$ cat src/rtl/home_pkg.sv
// Shared definitions for the home automation controller: sensor indices,
// temperature widths and averaging-window geometry.
package home_pkg;

    localparam int ST_W         = 7;
    localparam int ST_SUM_W     = 9;
    localparam int NUM_BIN_SNS  = 4;
    localparam int ST_AVG_DEPTH = 4;
    localparam int ST_AVG_SHIFT = 2;

    typedef enum logic [1:0] {
        SNS_FD = 2'd0,
        SNS_RD = 2'd1,
        SNS_W  = 2'd2,
        SNS_FA = 2'd3
    } sensor_e;

endpackage

$ cat src/rtl/sensor_debounce.sv
// One binary sensor channel: two-flop synchroniser, persistence counter and
// output flop. With fast_assert set, a rising level bypasses the counter.
module sensor_debounce #(
    parameter int DB_CYCLES   = 16,
    parameter int CNT_W       = 5,
    parameter bit fast_assert = 1'b0
) (
    input  logic clk_i,
    input  logic rst_i,
    input  logic raw_i,
    output logic level_o
);

    localparam logic [CNT_W-1:0] CNT_LAST = CNT_W'(DB_CYCLES - 1);

    logic             syncA_q;
    logic             syncB_q;
    logic             level_q;
    logic             level_d;
    logic [CNT_W-1:0] count_q;
    logic [CNT_W-1:0] count_d;

    // Any edge where the synchronised level agrees with the output restarts the count.
    always_comb begin
        level_d = level_q;
        count_d = '0;
        if (syncB_q != level_q) begin
            if (fast_assert && syncB_q) begin
                level_d = 1'b1;
            end else if (count_q == CNT_LAST) begin
                level_d = syncB_q;
            end else begin
                count_d = count_q + 1'b1;
            end
        end
    end

    always_ff @(posedge clk_i) begin
        if (rst_i) begin
            syncA_q <= 1'b0;
            syncB_q <= 1'b0;
            level_q <= 1'b0;
            count_q <= '0;
        end else begin
            syncA_q <= raw_i;
            syncB_q <= syncA_q;
            level_q <= level_d;
            count_q <= count_d;
        end
    end

    assign level_o = level_q;

endmodule

$ cat src/rtl/sensor_cond.sv
// Input conditioning for the controller FSM: debounced door/window/fire levels
// and a 4-tap moving-average temperature. SENSOR_COND_FIRE_FAST_EN makes the
// fire channel assert without debounce.
module sensor_cond
    import home_pkg::*;
#(
    parameter int              DB_CYCLES  = 16,
    parameter int              CNT_W      = 5,
    parameter int              SAMPLE_DIV = 8,
    parameter logic [ST_W-1:0] ST_INIT    = 7'd40
) (
    input  logic            Clk,
    input  logic            Rst,
    input  logic            raw_sfd,
    input  logic            raw_srd,
    input  logic            raw_sw,
    input  logic            raw_sfa,
    input  logic [ST_W-1:0] raw_st,
    output logic            SFD,
    output logic            SRD,
    output logic            SW,
    output logic            SFA,
    output logic [ST_W-1:0] ST,
    output logic            st_valid
);

`ifdef SENSOR_COND_FIRE_FAST_EN
    localparam bit FAST_FA = 1'b1;
`else
    localparam bit FAST_FA = 1'b0;
`endif

    localparam int              TICK_W    = (SAMPLE_DIV > 1) ? $clog2(SAMPLE_DIV) : 1;
    localparam logic [TICK_W-1:0] TICK_LAST = TICK_W'(SAMPLE_DIV - 1);
    localparam logic [2:0]      FILL_FULL = 3'(ST_AVG_DEPTH);
    localparam logic [2:0]      FILL_LAST = 3'(ST_AVG_DEPTH - 1);

    logic [NUM_BIN_SNS-1:0] rawVec;
    logic [NUM_BIN_SNS-1:0] levelVec;

    assign rawVec[SNS_FD] = raw_sfd;
    assign rawVec[SNS_RD] = raw_srd;
    assign rawVec[SNS_W]  = raw_sw;
    assign rawVec[SNS_FA] = raw_sfa;

    for (genvar i = 0; i < NUM_BIN_SNS; i++) begin : g_chan
        sensor_debounce #(
            .DB_CYCLES  (DB_CYCLES),
            .CNT_W      (CNT_W),
            .fast_assert(FAST_FA && (i == int'(SNS_FA)))
        ) u_debounce (
            .clk_i  (Clk),
            .rst_i  (Rst),
            .raw_i  (rawVec[i]),
            .level_o(levelVec[i])
        );
    end

    assign SFD = levelVec[SNS_FD];
    assign SRD = levelVec[SNS_RD];
    assign SW  = levelVec[SNS_W];
    assign SFA = levelVec[SNS_FA];

    logic [ST_W-1:0]     stSyncA_q;
    logic [ST_W-1:0]     stSyncB_q;
    logic [TICK_W-1:0]   tick_q;
    logic [TICK_W-1:0]   tick_d;
    logic [ST_W-1:0]     sampleBuf_q [ST_AVG_DEPTH];
    logic [ST_W-1:0]     sampleBuf_d [ST_AVG_DEPTH];
    logic [ST_SUM_W-1:0] sum_q;
    logic [ST_SUM_W-1:0] sum_d;
    logic [2:0]          fill_q;
    logic [2:0]          fill_d;
    logic [ST_W-1:0]     st_q;
    logic [ST_W-1:0]     st_d;
    logic                valid_q;
    logic                valid_d;
    logic                sampleTick;

    // The running sum always contains the oldest sample, so subtracting it never underflows.
    always_comb begin
        sampleTick  = (tick_q == TICK_LAST);
        tick_d      = sampleTick ? '0 : tick_q + 1'b1;
        sampleBuf_d = sampleBuf_q;
        sum_d       = sum_q;
        fill_d      = fill_q;
        st_d        = st_q;
        valid_d     = valid_q;
        if (sampleTick) begin
            sampleBuf_d[0] = stSyncB_q;
            for (int k = 1; k < ST_AVG_DEPTH; k++) begin
                sampleBuf_d[k] = sampleBuf_q[k-1];
            end
            sum_d = sum_q + ST_SUM_W'(stSyncB_q) - ST_SUM_W'(sampleBuf_q[ST_AVG_DEPTH-1]);
            if (fill_q != FILL_FULL) begin
                fill_d = fill_q + 3'd1;
            end
            if (fill_q >= FILL_LAST) begin
                valid_d = 1'b1;
                st_d    = sum_d[ST_SUM_W-1:ST_AVG_SHIFT];
            end
        end
    end

    always_ff @(posedge Clk) begin
        if (Rst) begin
            stSyncA_q <= '0;
            stSyncB_q <= '0;
            tick_q    <= '0;
            for (int k = 0; k < ST_AVG_DEPTH; k++) begin
                sampleBuf_q[k] <= '0;
            end
            sum_q     <= '0;
            fill_q    <= '0;
            st_q      <= ST_INIT;
            valid_q   <= 1'b0;
        end else begin
            stSyncA_q <= raw_st;
            stSyncB_q <= stSyncA_q;
            tick_q    <= tick_d;
            for (int k = 0; k < ST_AVG_DEPTH; k++) begin
                sampleBuf_q[k] <= sampleBuf_d[k];
            end
            sum_q     <= sum_d;
            fill_q    <= fill_d;
            st_q      <= st_d;
            valid_q   <= valid_d;
        end
    end

    assign ST       = st_q;
    assign st_valid = valid_q;

endmodule

$ cat config.mk
export PLATFORM = sky130hd
export DESIGN_NAME = sensor_cond
export DESIGN_NICKNAME = d
export VERILOG_FILES = /design/src/rtl/home_pkg.sv /design/src/rtl/sensor_debounce.sv /design/src/rtl/sensor_cond.sv
export SDC_FILE = /design/constraint.sdc
export NUM_CORES = 1
export LEC_CHECK = 0
export ABC_AREA = 1
export CORE_ASPECT_RATIO = 1.4
export CORE_MARGIN = 1.5
export CORE_UTILIZATION = 34
export DETAILED_ROUTE_END_ITERATION = 10
export GPL_TIMING_DRIVEN = 0
export HOLD_SLACK_MARGIN = 0.12
export PLACE_DENSITY = 0.62
export RECOVER_POWER = 50
export SLEW_MARGIN = 30
export SYNTH_ARGS = -nofsm -noshare
export SYNTH_HDL_FRONTEND = slang
export SYNTH_SLANG_ARGS = --single-unit
$ cat constraint.sdc
create_clock -name Clk -period 3.1 [get_ports Clk]
set_input_delay 0.775 -clock Clk [delete_from_list [all_inputs] [get_ports Clk]]
set_output_delay 0.775 -clock Clk [all_outputs]
set_load 0.01 [all_outputs]
==> impl_metrics.env <==
export IMPL_outcome="finished clean"
export IMPL_synthAdderAreaFrac_pct=10.4
export IMPL_nets=556
export IMPL_drv_slew=0
export IMPL_drc=0
export IMPL_cts_clk_slew_worst_paths_ns=0.06
export IMPL_area_growth_pct=17.3
export IMPL_core_area_um2=11400
export IMPL_placed_cell_area_um2=4400
export IMPL_ctsResizeCount=0
export IMPL_criticalPathCategory="reg2reg"
export IMPL_setup_viol=0
export IMPL_clk_latency_ns=0.33
export IMPL_firstDrtPassIters=4
export IMPL_gp_congestion=0.836
export IMPL_grt_max_degree=15
export IMPL_grt_remaining_overflow=0
export IMPL_seqPwrFrac_pct=51.0
export IMPL_cts_sinks=97
export IMPL_hpwl_um=5350
export IMPL_synth_cell_area_um2=3990
export IMPL_synth_top_cells_by_count="inv_1 (115), dfxtp_1 (97), nor2_1 (67)"
export IMPL_synth_main_ff_cell="dfxtp_1"
export IMPL_p_leak_uw=0.00197
export IMPL_ant_nets=0
export IMPL_htreeDepth=3
export IMPL_peakVddDrop_uv=321
export IMPL_antenna_found_initial=0
export IMPL_io_pins=25
export IMPL_tns_ns=0
export IMPL_hold_path_class="reg2reg"
export IMPL_diodes=0
export IMPL_grt_pass1_vias=2884
export IMPL_drv_cap=0
export IMPL_yosysUniqueCellTypes=27
export IMPL_p_comb_share_pct=6.0
export IMPL_syn_inst=480
export IMPL_cts_hold_fix_buffers=0
export IMPL_finalHoldViolCount=0
export IMPL_synth_top_cell_by_area="dfxtp_1"
export IMPL_p_sw_uw=527
export IMPL_drtIter0Drc=70
export IMPL_finalCritPeriodShare_pct=70.9
export IMPL_portBuffers=23
export IMPL_drt_wirelength_per_cell_um=10.5
export IMPL_synth_top_family_by_area="simple AND/OR/NAND/NOR gates"
export IMPL_synth_compound_area_share_pct=11.6
export IMPL_max_slew_worst_pin_slew_ns=0.903
export IMPL_synth_warnings=0
export IMPL_cts_path_max_buffers=2
export IMPL_sw_frac_of_total_pct=21.1
export IMPL_finClkSkew_ns=0.00637
export IMPL_yosysMostFrequentCell="inv_1"
export IMPL_start_util_pct=35.0
export IMPL_design_area_um2=4680
export IMPL_ys_seq_area_share_pct=48.6
export IMPL_synth_edf_count=0
export IMPL_rsz0062_at_grt="false"
export IMPL_vias=2880
export IMPL_dieArea_um2=12400
export IMPL_synth_top_cells_by_area="dfxtp_1 (49%), inv_1 (11%), ha_1 (6.9%)"
export IMPL_die_width_um=94.6
export IMPL_min_period_ns=2.20
export IMPL_drt_total_wl_um=6930
export IMPL_layout_drive_gt1_share_pct=6.55
export IMPL_cts_tree="built"
export IMPL_dieHeight_um=131
export IMPL_cp_start_kind="flip-flop"
export IMPL_num_rows=46
export IMPL_synth_xor_area_share_pct=0.877
export IMPL_p_clk_share_pct=43.0
export IMPL_end_kind="flip-flop"
export IMPL_synthMuxAreaShare_pct=0
export IMPL_post_cts_buffers=0
export IMPL_grt_pass1_wl_um=12100
export IMPL_intPower_uw=1970
export IMPL_synth_seq_cells=97
export IMPL_synth_nets=522
export IMPL_worst_ep_arrival_time_ns=2.43
export IMPL_timing_fmax_mhz=455
export IMPL_root_buffer="clkbuf_16"
export IMPL_syn_area_per_cell_um2=8.32
export IMPL_required_ns=3.34
export IMPL_path_max_fanout=3
export IMPL_relSlewSlack_pct=39.6
export IMPL_numCtsBuffers=9
export IMPL_yosys_area_share_simple_pct=15.6
export IMPL_yosysTopAreaCellShare_pct=48.6
export IMPL_vias_per_cell=4.34
export IMPL_pwr_density_cell_nw_per_um2=533
export IMPL_synthArstFlopShare_pct=0
export IMPL_track_usage_pct=12.4
==> logic make-up (layout without fill, tap and decap cells) <==
family / Yosys count / after routing
simple gates: 150 / 150
buf+inv: 130 / 169
flops: 97 / 97
compound gates: 70 / 70
fa+ha+maj: 29 / 29
xor+xnor: 4 / 4
==> metrics by stage <==
step | hold WS [ns] | total power, uW | cells | worst slack [ns] | utilization (%)
final | 0.401 | 2500 | 663 | 0.903 | 41.1
after global routing | 0.419 | 2590 | 663 | 0.728 | 41.1
after CTS | 0.403 | 2530 | 663 | 0.899 | 41.2
after detailed placement | 0.395 | 1450 | 647 | 0.900 | 38.6
after global placement | 0.392 | 1450 | 647 | 0.931 | 38.6
after floorplan | 0.388 | 1410 | 480 | 1.14 | -
==> power by group through the flow <==
stage | Clock [uW] | Combinational [uW] | Sequential [uW]
2_1_floorplan | 0 | 110 | 1300
3_3_place_gp | 0 | 149 | 1300
3_5_place_dp | 0 | 153 | 1300
4_1_cts | 1100 | 153 | 1270
5_1_grt | 1150 | 175 | 1270
6_report | 1070 | 149 | 1270
==> final cells by class <==
| type | instances | area (um2) |
|---|---|---|
| plain buffers | 11 | 65.1 |
| clock buffers | 13 | 250 |
| clock inverters | 3 | 40.0 |
| fillers | 1176 | 6710 |
| inverters | 119 | 447 |
| multi-input cells | 253 | 1530 |
| flip-flops and latches | 97 | 1940 |
| well taps | 144 | 180 |
| repair buffers | 23 | 230 |
==> state kept, by name, summed over array words and instances, names as in the netlist, 3 cells and up <==
| signal | count |
|---|---|
| sampleBuf_q | 28 |
| g_chan.u_debounce.count_q | 20 |
| sum_q | 9 |
| ST | 7 |
| stSyncA_q | 7 |
| stSyncB_q | 7 |
| g_chan.u_debounce.level_o | 4 |
| g_chan.u_debounce.syncA_q | 4 |
| g_chan.u_debounce.syncB_q | 4 |
| fill_q | 3 |
| tick_q | 3 |
==> final timing paths <==
check,start,to,slack (ns),cells after the start
max,stSyncB_q[1],ST[2],0.90,11
min,stSyncA_q[3],stSyncB_q[3],0.40,2
max reg2reg,stSyncB_q[1],ST[2],0.90,11
min reg2reg,stSyncA_q[3],stSyncB_q[3],0.40,2
==> layer usage <==
layer  GRT usage [%]  vias up  routed length, um
li1                -     1532                  -
met1            13.4     1306               3010
met2            22.0       32               3560
met3            3.18       10                219
met4            5.72        0                136
met5               0        -                  0
==> critical path, cell delays in order, from the launching register on <==
cell and delay [ns]:
dfxtp_1 0.30, inv_1 0.07, fa_1 0.53, fa_1 0.48, inv_1 0.07, nand2_1 0.04, nand2_1 0.12, nand2_1 0.08
xor2_1 0.22, nand2_1 0.08, nand2_1 0.06, inv_1 0.03
==> layout by cell type, fill, tap and decap left out, types with 9 or more instances in the layout <==
cell type	synthesis	final
nand3_1	17	17
nand2_1	57	57
inv_1	115	116
a21oi_1	17	17
ha_1	22	22
clkbuf_16	0	9
o21ai_0	8	15
clkdlybuf4s50_1	0	23
nor2_1	67	68
o22ai_2	10	10
dfxtp_1	97	97
o22ai_1	12	12
Power figures use the tool's default switching activity.
